### config.mk
export PLATFORM = sky130hd
export DESIGN_NAME = gshare_predictor_flat
export DESIGN_NICKNAME = d
export VERILOG_FILES = /design/src/rtl/gshare_predictor_if.sv /design/src/rtl/gshare_predictor.sv /design/src/flat_wrapper.sv
export SDC_FILE = /design/constraint.sdc
export NUM_CORES = 1
export LEC_CHECK = 0
export BUFFER_PORTS_ARGS = -buffer_cell sky130_fd_sc_hd__buf_2
export CORE_MARGIN = 4
export CORE_UTILIZATION = 50
export CTS_CLUSTER_DIAMETER = 30
export DETAILED_ROUTE_END_ITERATION = 16
export PLACE_DENSITY = 0.66
export SKIP_LAST_GASP = 1
export SYNTH_ARGS = -nofsm -noshare
export SYNTH_HDL_FRONTEND = slang
export SYNTH_SLANG_ARGS = --single-unit
export TNS_END_PERCENT = 5
### constraint.sdc
create_clock -name clk -period 7.8 [get_ports clk]
set_input_delay 1.56 -clock clk [delete_from_list [all_inputs] [get_ports clk]]
set_output_delay 1.56 -clock clk [all_outputs]
set_load 0.02 [all_outputs]
### src/rtl/gshare_predictor_if.sv
// gshare_predictor_if: bundles the prediction request/response, the branch
// resolution (training) port and the statistics counters of the gshare
// predictor.
//   master : fetch/resolve side; drives requests and updates, sees results
//   slave  : the predictor itself
//   predict_valid/predict_pc/ghr                  prediction request
//   predict_out_valid/predict_taken/predict_index registered prediction
//   update_valid/update_index/update_taken/update_mispredict  training
//   branch_count/mispredict_count                 saturating statistics
interface gshare_predictor_if #(
   parameter int IDX_W = 8,
   parameter int PC_W  = 32
);
   logic             predict_valid;
   logic [PC_W-1:0]  predict_pc;
   logic [IDX_W-1:0] ghr;
   logic             predict_out_valid;
   logic             predict_taken;
   logic [IDX_W-1:0] predict_index;
   logic             update_valid;
   logic [IDX_W-1:0] update_index;
   logic             update_taken;
   logic             update_mispredict;
   logic [15:0]      branch_count;
   logic [15:0]      mispredict_count;

   modport master (
      output predict_valid, predict_pc, ghr,
      output update_valid, update_index, update_taken, update_mispredict,
      input  predict_out_valid, predict_taken, predict_index,
      input  branch_count, mispredict_count
   );

   modport slave (
      input  predict_valid, predict_pc, ghr,
      input  update_valid, update_index, update_taken, update_mispredict,
      output predict_out_valid, predict_taken, predict_index,
      output branch_count, mispredict_count
   );
endinterface

### src/rtl/gshare_predictor.sv
// gshare_predictor: global-history branch predictor. The pattern history
// table (PHT) holds 2**IDX_W two-bit saturating counters indexed by
// PC[IDX_W+1:2] XOR GHR. A prediction is returned one cycle after the
// request; resolved branches train the indexed counter and are counted.
//   clk   : single clock, rising edge
//   rst_n : asynchronous active-low reset
//   bus   : gshare_predictor_if slave (request, response, update, counters)
module gshare_predictor #(
   parameter int IDX_W = 8,
   parameter int PC_W  = 32
) (
   input  logic          clk,
   input  logic          rst_n,
   gshare_predictor_if.slave bus
);

   localparam int DEPTH = 1 << IDX_W;

   logic [1:0]       pht [DEPTH];
   logic [IDX_W-1:0] pred_idx;
   logic [1:0]       upd_cur;
   logic [1:0]       upd_next;

   logic             out_valid_q;
   logic             out_taken_q;
   logic [IDX_W-1:0] out_index_q;
   logic [15:0]      branch_cnt_q;
   logic [15:0]      mispredict_cnt_q;

   // PC bits below the word offset and above the index field do not
   // contribute to the index.
   logic unused_pc_bits;
   assign unused_pc_bits = ^{bus.predict_pc[PC_W-1:IDX_W+2], bus.predict_pc[1:0]};

   assign pred_idx = bus.predict_pc[IDX_W+1:2] ^ bus.ghr;

   // Saturating 2-bit counter step for the entry being trained.
   always_comb begin
      upd_cur  = pht[bus.update_index];
      upd_next = upd_cur;
      if (bus.update_taken) begin
         if (upd_cur != 2'b11) upd_next = upd_cur + 2'b01;
      end else begin
         if (upd_cur != 2'b00) upd_next = upd_cur - 2'b01;
      end
   end

   // NOTE: the table is built from flops and must come out of reset as
   // weakly-not-taken, so every entry is reset explicitly; this keeps it
   // out of a RAM macro, which cannot be cleared asynchronously.
   always_ff @(posedge clk or negedge rst_n) begin
      if (!rst_n) begin
         for (int i = 0; i < DEPTH; i++) pht[i] <= 2'b01;
      end else if (bus.update_valid) begin
         pht[bus.update_index] <= upd_next;
      end
   end

   // NOTE: non-blocking assignments make a same-cycle predict and update of
   // one entry read the pre-update counter (read-before-write) for free.
   always_ff @(posedge clk or negedge rst_n) begin
      if (!rst_n) begin
         out_valid_q <= 1'b0;
         out_taken_q <= 1'b0;
         out_index_q <= '0;
      end else begin
         out_valid_q <= bus.predict_valid;
         if (bus.predict_valid) begin
            out_taken_q <= pht[pred_idx][1];
            out_index_q <= pred_idx;
         end
      end
   end

   always_ff @(posedge clk or negedge rst_n) begin
      if (!rst_n) begin
         branch_cnt_q     <= '0;
         mispredict_cnt_q <= '0;
      end else if (bus.update_valid) begin
         if (branch_cnt_q != 16'hFFFF) branch_cnt_q <= branch_cnt_q + 16'd1;
         if (bus.update_mispredict && (mispredict_cnt_q != 16'hFFFF))
            mispredict_cnt_q <= mispredict_cnt_q + 16'd1;
      end
   end

   assign bus.predict_out_valid = out_valid_q;
   assign bus.predict_taken     = out_taken_q;
   assign bus.predict_index     = out_index_q;
   assign bus.branch_count      = branch_cnt_q;
   assign bus.mispredict_count  = mispredict_cnt_q;

endmodule

### src/flat_wrapper.sv
// flat-port wrapper written by rule: the top's interface ports become plain ports
module gshare_predictor_flat 
#(
   parameter int IDX_W = 8,
   parameter int PC_W  = 32
)
  (clk, rst_n, bus_predict_valid, bus_predict_pc, bus_ghr, bus_update_valid, bus_update_index, bus_update_taken, bus_update_mispredict, bus_predict_out_valid, bus_predict_taken, bus_predict_index, bus_branch_count, bus_mispredict_count);
  gshare_predictor_if #(.IDX_W(IDX_W), .PC_W(PC_W)) bus_i ();
  input  logic clk;
  input  logic rst_n;
  input wire logic [$bits(bus_i.predict_valid)-1:0] bus_predict_valid;
  input wire logic [$bits(bus_i.predict_pc)-1:0] bus_predict_pc;
  input wire logic [$bits(bus_i.ghr)-1:0] bus_ghr;
  input wire logic [$bits(bus_i.update_valid)-1:0] bus_update_valid;
  input wire logic [$bits(bus_i.update_index)-1:0] bus_update_index;
  input wire logic [$bits(bus_i.update_taken)-1:0] bus_update_taken;
  input wire logic [$bits(bus_i.update_mispredict)-1:0] bus_update_mispredict;
  output wire logic [$bits(bus_i.predict_out_valid)-1:0] bus_predict_out_valid;
  output wire logic [$bits(bus_i.predict_taken)-1:0] bus_predict_taken;
  output wire logic [$bits(bus_i.predict_index)-1:0] bus_predict_index;
  output wire logic [$bits(bus_i.branch_count)-1:0] bus_branch_count;
  output wire logic [$bits(bus_i.mispredict_count)-1:0] bus_mispredict_count;
  assign bus_i.predict_valid = bus_predict_valid;
  assign bus_i.predict_pc = bus_predict_pc;
  assign bus_i.ghr = bus_ghr;
  assign bus_i.update_valid = bus_update_valid;
  assign bus_i.update_index = bus_update_index;
  assign bus_i.update_taken = bus_update_taken;
  assign bus_i.update_mispredict = bus_update_mispredict;
  assign bus_predict_out_valid = bus_i.predict_out_valid;
  assign bus_predict_taken = bus_i.predict_taken;
  assign bus_predict_index = bus_i.predict_index;
  assign bus_branch_count = bus_i.branch_count;
  assign bus_mispredict_count = bus_i.mispredict_count;
  gshare_predictor #(.IDX_W(IDX_W), .PC_W(PC_W)) u_core (.clk(clk), .rst_n(rst_n), .bus(bus_i));
endmodule
==> impl_metrics.json <==
{
  "status": "finished clean",
  "r2r-end": "u_core.pht[462]$_DFFE_PN1P_",
  "core-area_sq_um": 56600,
  "grt_pass1_vias": 22200,
  "async_reset_ff_share_pct": 100,
  "worstSkewPairLatency_ps": 710,
  "clock.fmax_ghz": 0.182,
  "max_cap_viol_count": 0,
  "synth_edf_count": 0,
  "peakVddDrop_mv": 0.191,
  "netSwitchingFraction_pct": 25.9,
  "worstSetupPathType": "input port to register",
  "reg2regPathDepth": 9,
  "hpwl_um": 51500,
  "vias": 21800,
  "cts_buffer_depth": 3,
  "synth-seq-cells": 554,
  "seqPwrFrac_pct": 33.1,
  "period_minus_slack_ps": 5510,
  "path_max_fanout": 78,
  "die_area_sq_um": 61300,
  "synth.area.top_cells": "dfrtp_1 26%, dfstp_2 23%, mux4_2 13%",
  "power_density_nw_per_um2": 287,
  "firstDrtPassIters": 6,
  "fin_nets": 2802,
  "cts_hold_buf": 0,
  "synth.top_cells.by_count": "820 x nand2_1, 298 x dfrtp_1, 268 x o21ai_0, 256 x dfstp_2, 200 x o21ai_2",
  "endpoint_kind": "register",
  "tightest_slew_ps": 1210,
  "hold_start": "u_core.pht[72]$_DFFE_PN1P_",
  "crit_arrival_ps": 6120,
  "yosys.area.top_type": "dfrtp_1",
  "leakage_nw": 13.8,
  "rows": 87,
  "post_synth.cell_area_avg_sq_um": 10.8,
  "synth_top_area_share_pct": 26.0,
  "hold_ws_ps": 459,
  "cts_resized": 0,
  "p_int_mw": 7.28,
  "yosys_warnings": 0,
  "post-route-period-util_pct": 70.6,
  "tns_ps": 0,
  "grt-ovfl-total": 0,
  "hold_viol": 0,
  "ios": 96,
  "hold_path.class": "register to register",
  "clockRootBuffer": "clkbuf_16",
  "area_growth_pct": 19.3,
  "globalplace.congestion": 0.911,
  "power.switching_mw": 2.55,
  "drc": 0,
  "drive_gt1_share_pct": 35.2,
  "power.share.clock_pct": 56.6,
  "required_ps": 8410,
  "syn_inst": 2651,
  "antenna_found_initial": 3,
  "skew_ps": 22.4,
  "rr_startpoint": "u_core.pht[321]$_DFFE_PN0P_",
  "path_clk_slew_ps": 40,
  "fp.dieH_um": 248,
  "hold-path-cell-count": 2,
  "post_cts_buffers": 0,
  "syn-num-nets": 2707,
  "wirelength_um": 83300,
  "grt_max_degree": 184,
  "drtAntennaViolNets": 0,
  "via_per_inst": 6.02,
  "cts_buffers": 133,
  "ys_types": 56,
  "seq_area_frac_synth_pct": 49.5,
  "drv_slew": 0,
  "drt_iter0_markers": 2030,
  "setup_viol": 0,
  "min_to": "u_core.pht[72]$_DFFE_PN1P_",
  "port_buffers": 71,
  "slew_headroom_pct": 18.9,
  "wl_per_cell_um": 23.0,
  "synth.most_common_cell": "nand2_1",
  "synth-main-ff-cell": "dfrtp_1",
  "clock_sinks": 554,
  "cts_tree": "done",
  "critPathLaunchType": "input port",
  "start_util_pct": 50.7,
  "htree_levels": 4,
  "grt_usage_pct": 27.7,
  "grt_setup_unrepaired": "no",
  "die_x_um": 248,
  "grt_pass1_wl_um": 130000,
  "p_comb_share_pct": 10.3,
  "syn_area_sq_um": 28700,
  "r2r_setup_slack_ps": 3820
}
-- through the flow --
stage	setup WS (ps)	util (%)	power (mW)	cell area, sq um	instances
after floorplan	3670	-	3.96	28700	2651
after global placement	1620	52.4	4.25	29600	3367
after detailed placement	1590	52.4	4.29	29600	3367
after CTS	2340	60.5	9.88	34200	3614
after global routing	2090	60.5	10.1	34200	3615
final	2290	60.5	9.83	34200	3616
-- cell families (layout without fill, tap and decap cells) --
family / after synthesis / count (layout) / synth area share [%]
compound gates: 615 / 615 / 14.1
buf+inv: 177 / 384 / 3.91
xor+xnor: 41 / 41 / 1.25
simple gates: 997 / 997 / 14.5
other cells: 0 / 2 / 0
flops: 554 / 554 / 49.5
fa+ha+maj: 4 / 4 / 0.166
mux: 263 / 263 / 16.6
-- power groups by stage --
stage               combinational (mW)  sequential (mW)  clock [mW]
floorplan                        0.665             3.29           0
global placement                 0.981             3.27           0
detailed placement                1.00             3.29           0
CTS                               1.01             3.25        5.62
global route                      1.09             3.28        5.77
finish                            1.01             3.25        5.56
-- critical path, cell delays in order --
cell	delay (ps)
buf_8	630
buf_4	530
mux4_2	570
mux2i_1	310
a21oi_1	120
nand3_1	150
and3_1	180
a32o_1	200
maj3_4	900
buf_4	660
o21ai_2	120
-- layout make-up --
cell class,instances,area (sq um)
clock buffer,191,3840
fill,4419,22400
inverter,5,18.8
multi-input combinational,1920,13600
timing repair buffer,132,923
clock inverter,56,747
tap,756,946
antenna,2,5.00
sequential,554,14200
-- per-layer routing --
metal	up-vias	track usage, %	part of all wire, %
met5	-	0	0.012
met4	2	12.1	3.9
met3	205	6.75	8.1
met2	906	43.4	47
met1	11000	37.0	41
li1	9712	-	-
-- how the worst max path moves through the flow --
stage / endpoint / startpoint / slack, ps / cells after the start
5_1_grt: u_core.pht[456]$_DFFE_PN1P_ / bus_update_index[0] / 2090 / 11
3_5_place_dp: u_core.pht[476]$_DFFE_PN1P_ / bus_update_index[0] / 1590 / 11
6_report: u_core.pht[462]$_DFFE_PN1P_ / bus_update_index[0] / 2290 / 11
3_3_place_gp: u_core.pht[460]$_DFFE_PN1P_ / bus_update_index[0] / 1620 / 11
4_1_cts: u_core.pht[476]$_DFFE_PN1P_ / bus_update_index[0] / 2340 / 11
2_1_floorplan: u_core.bus.predict_taken$_DFFE_PN0P_ / bus_ghr[0] / 3670 / 10
-- state kept, by name, indices dropped and copies added (netlist names) --
register                      cells
u_core.bus.predict_taken          1
u_core.bus.mispredict_count      16
u_core.bus.branch_count          16
u_core.bus.predict_index          8
u_core.bus.predict_out_valid      1
u_core.pht                      512
-- cell usage in the layout (no fill, tap or decap), types with 29 or more instances in the layout --
cell	count
mux2i_1	91
o21ai_0	268
nor2_1	42
clkbuf_1	29
clkbuf_16	133
nand2_1	820
buf_2	68
nand3_1	31
dfstp_2	256
o21ai_2	200
clkbuf_8	29
buf_4	55
a22oi_1	54
o21ai_1	49
dfrtp_1	298
mux4_2	168
(Power assumes the default switching activity.)
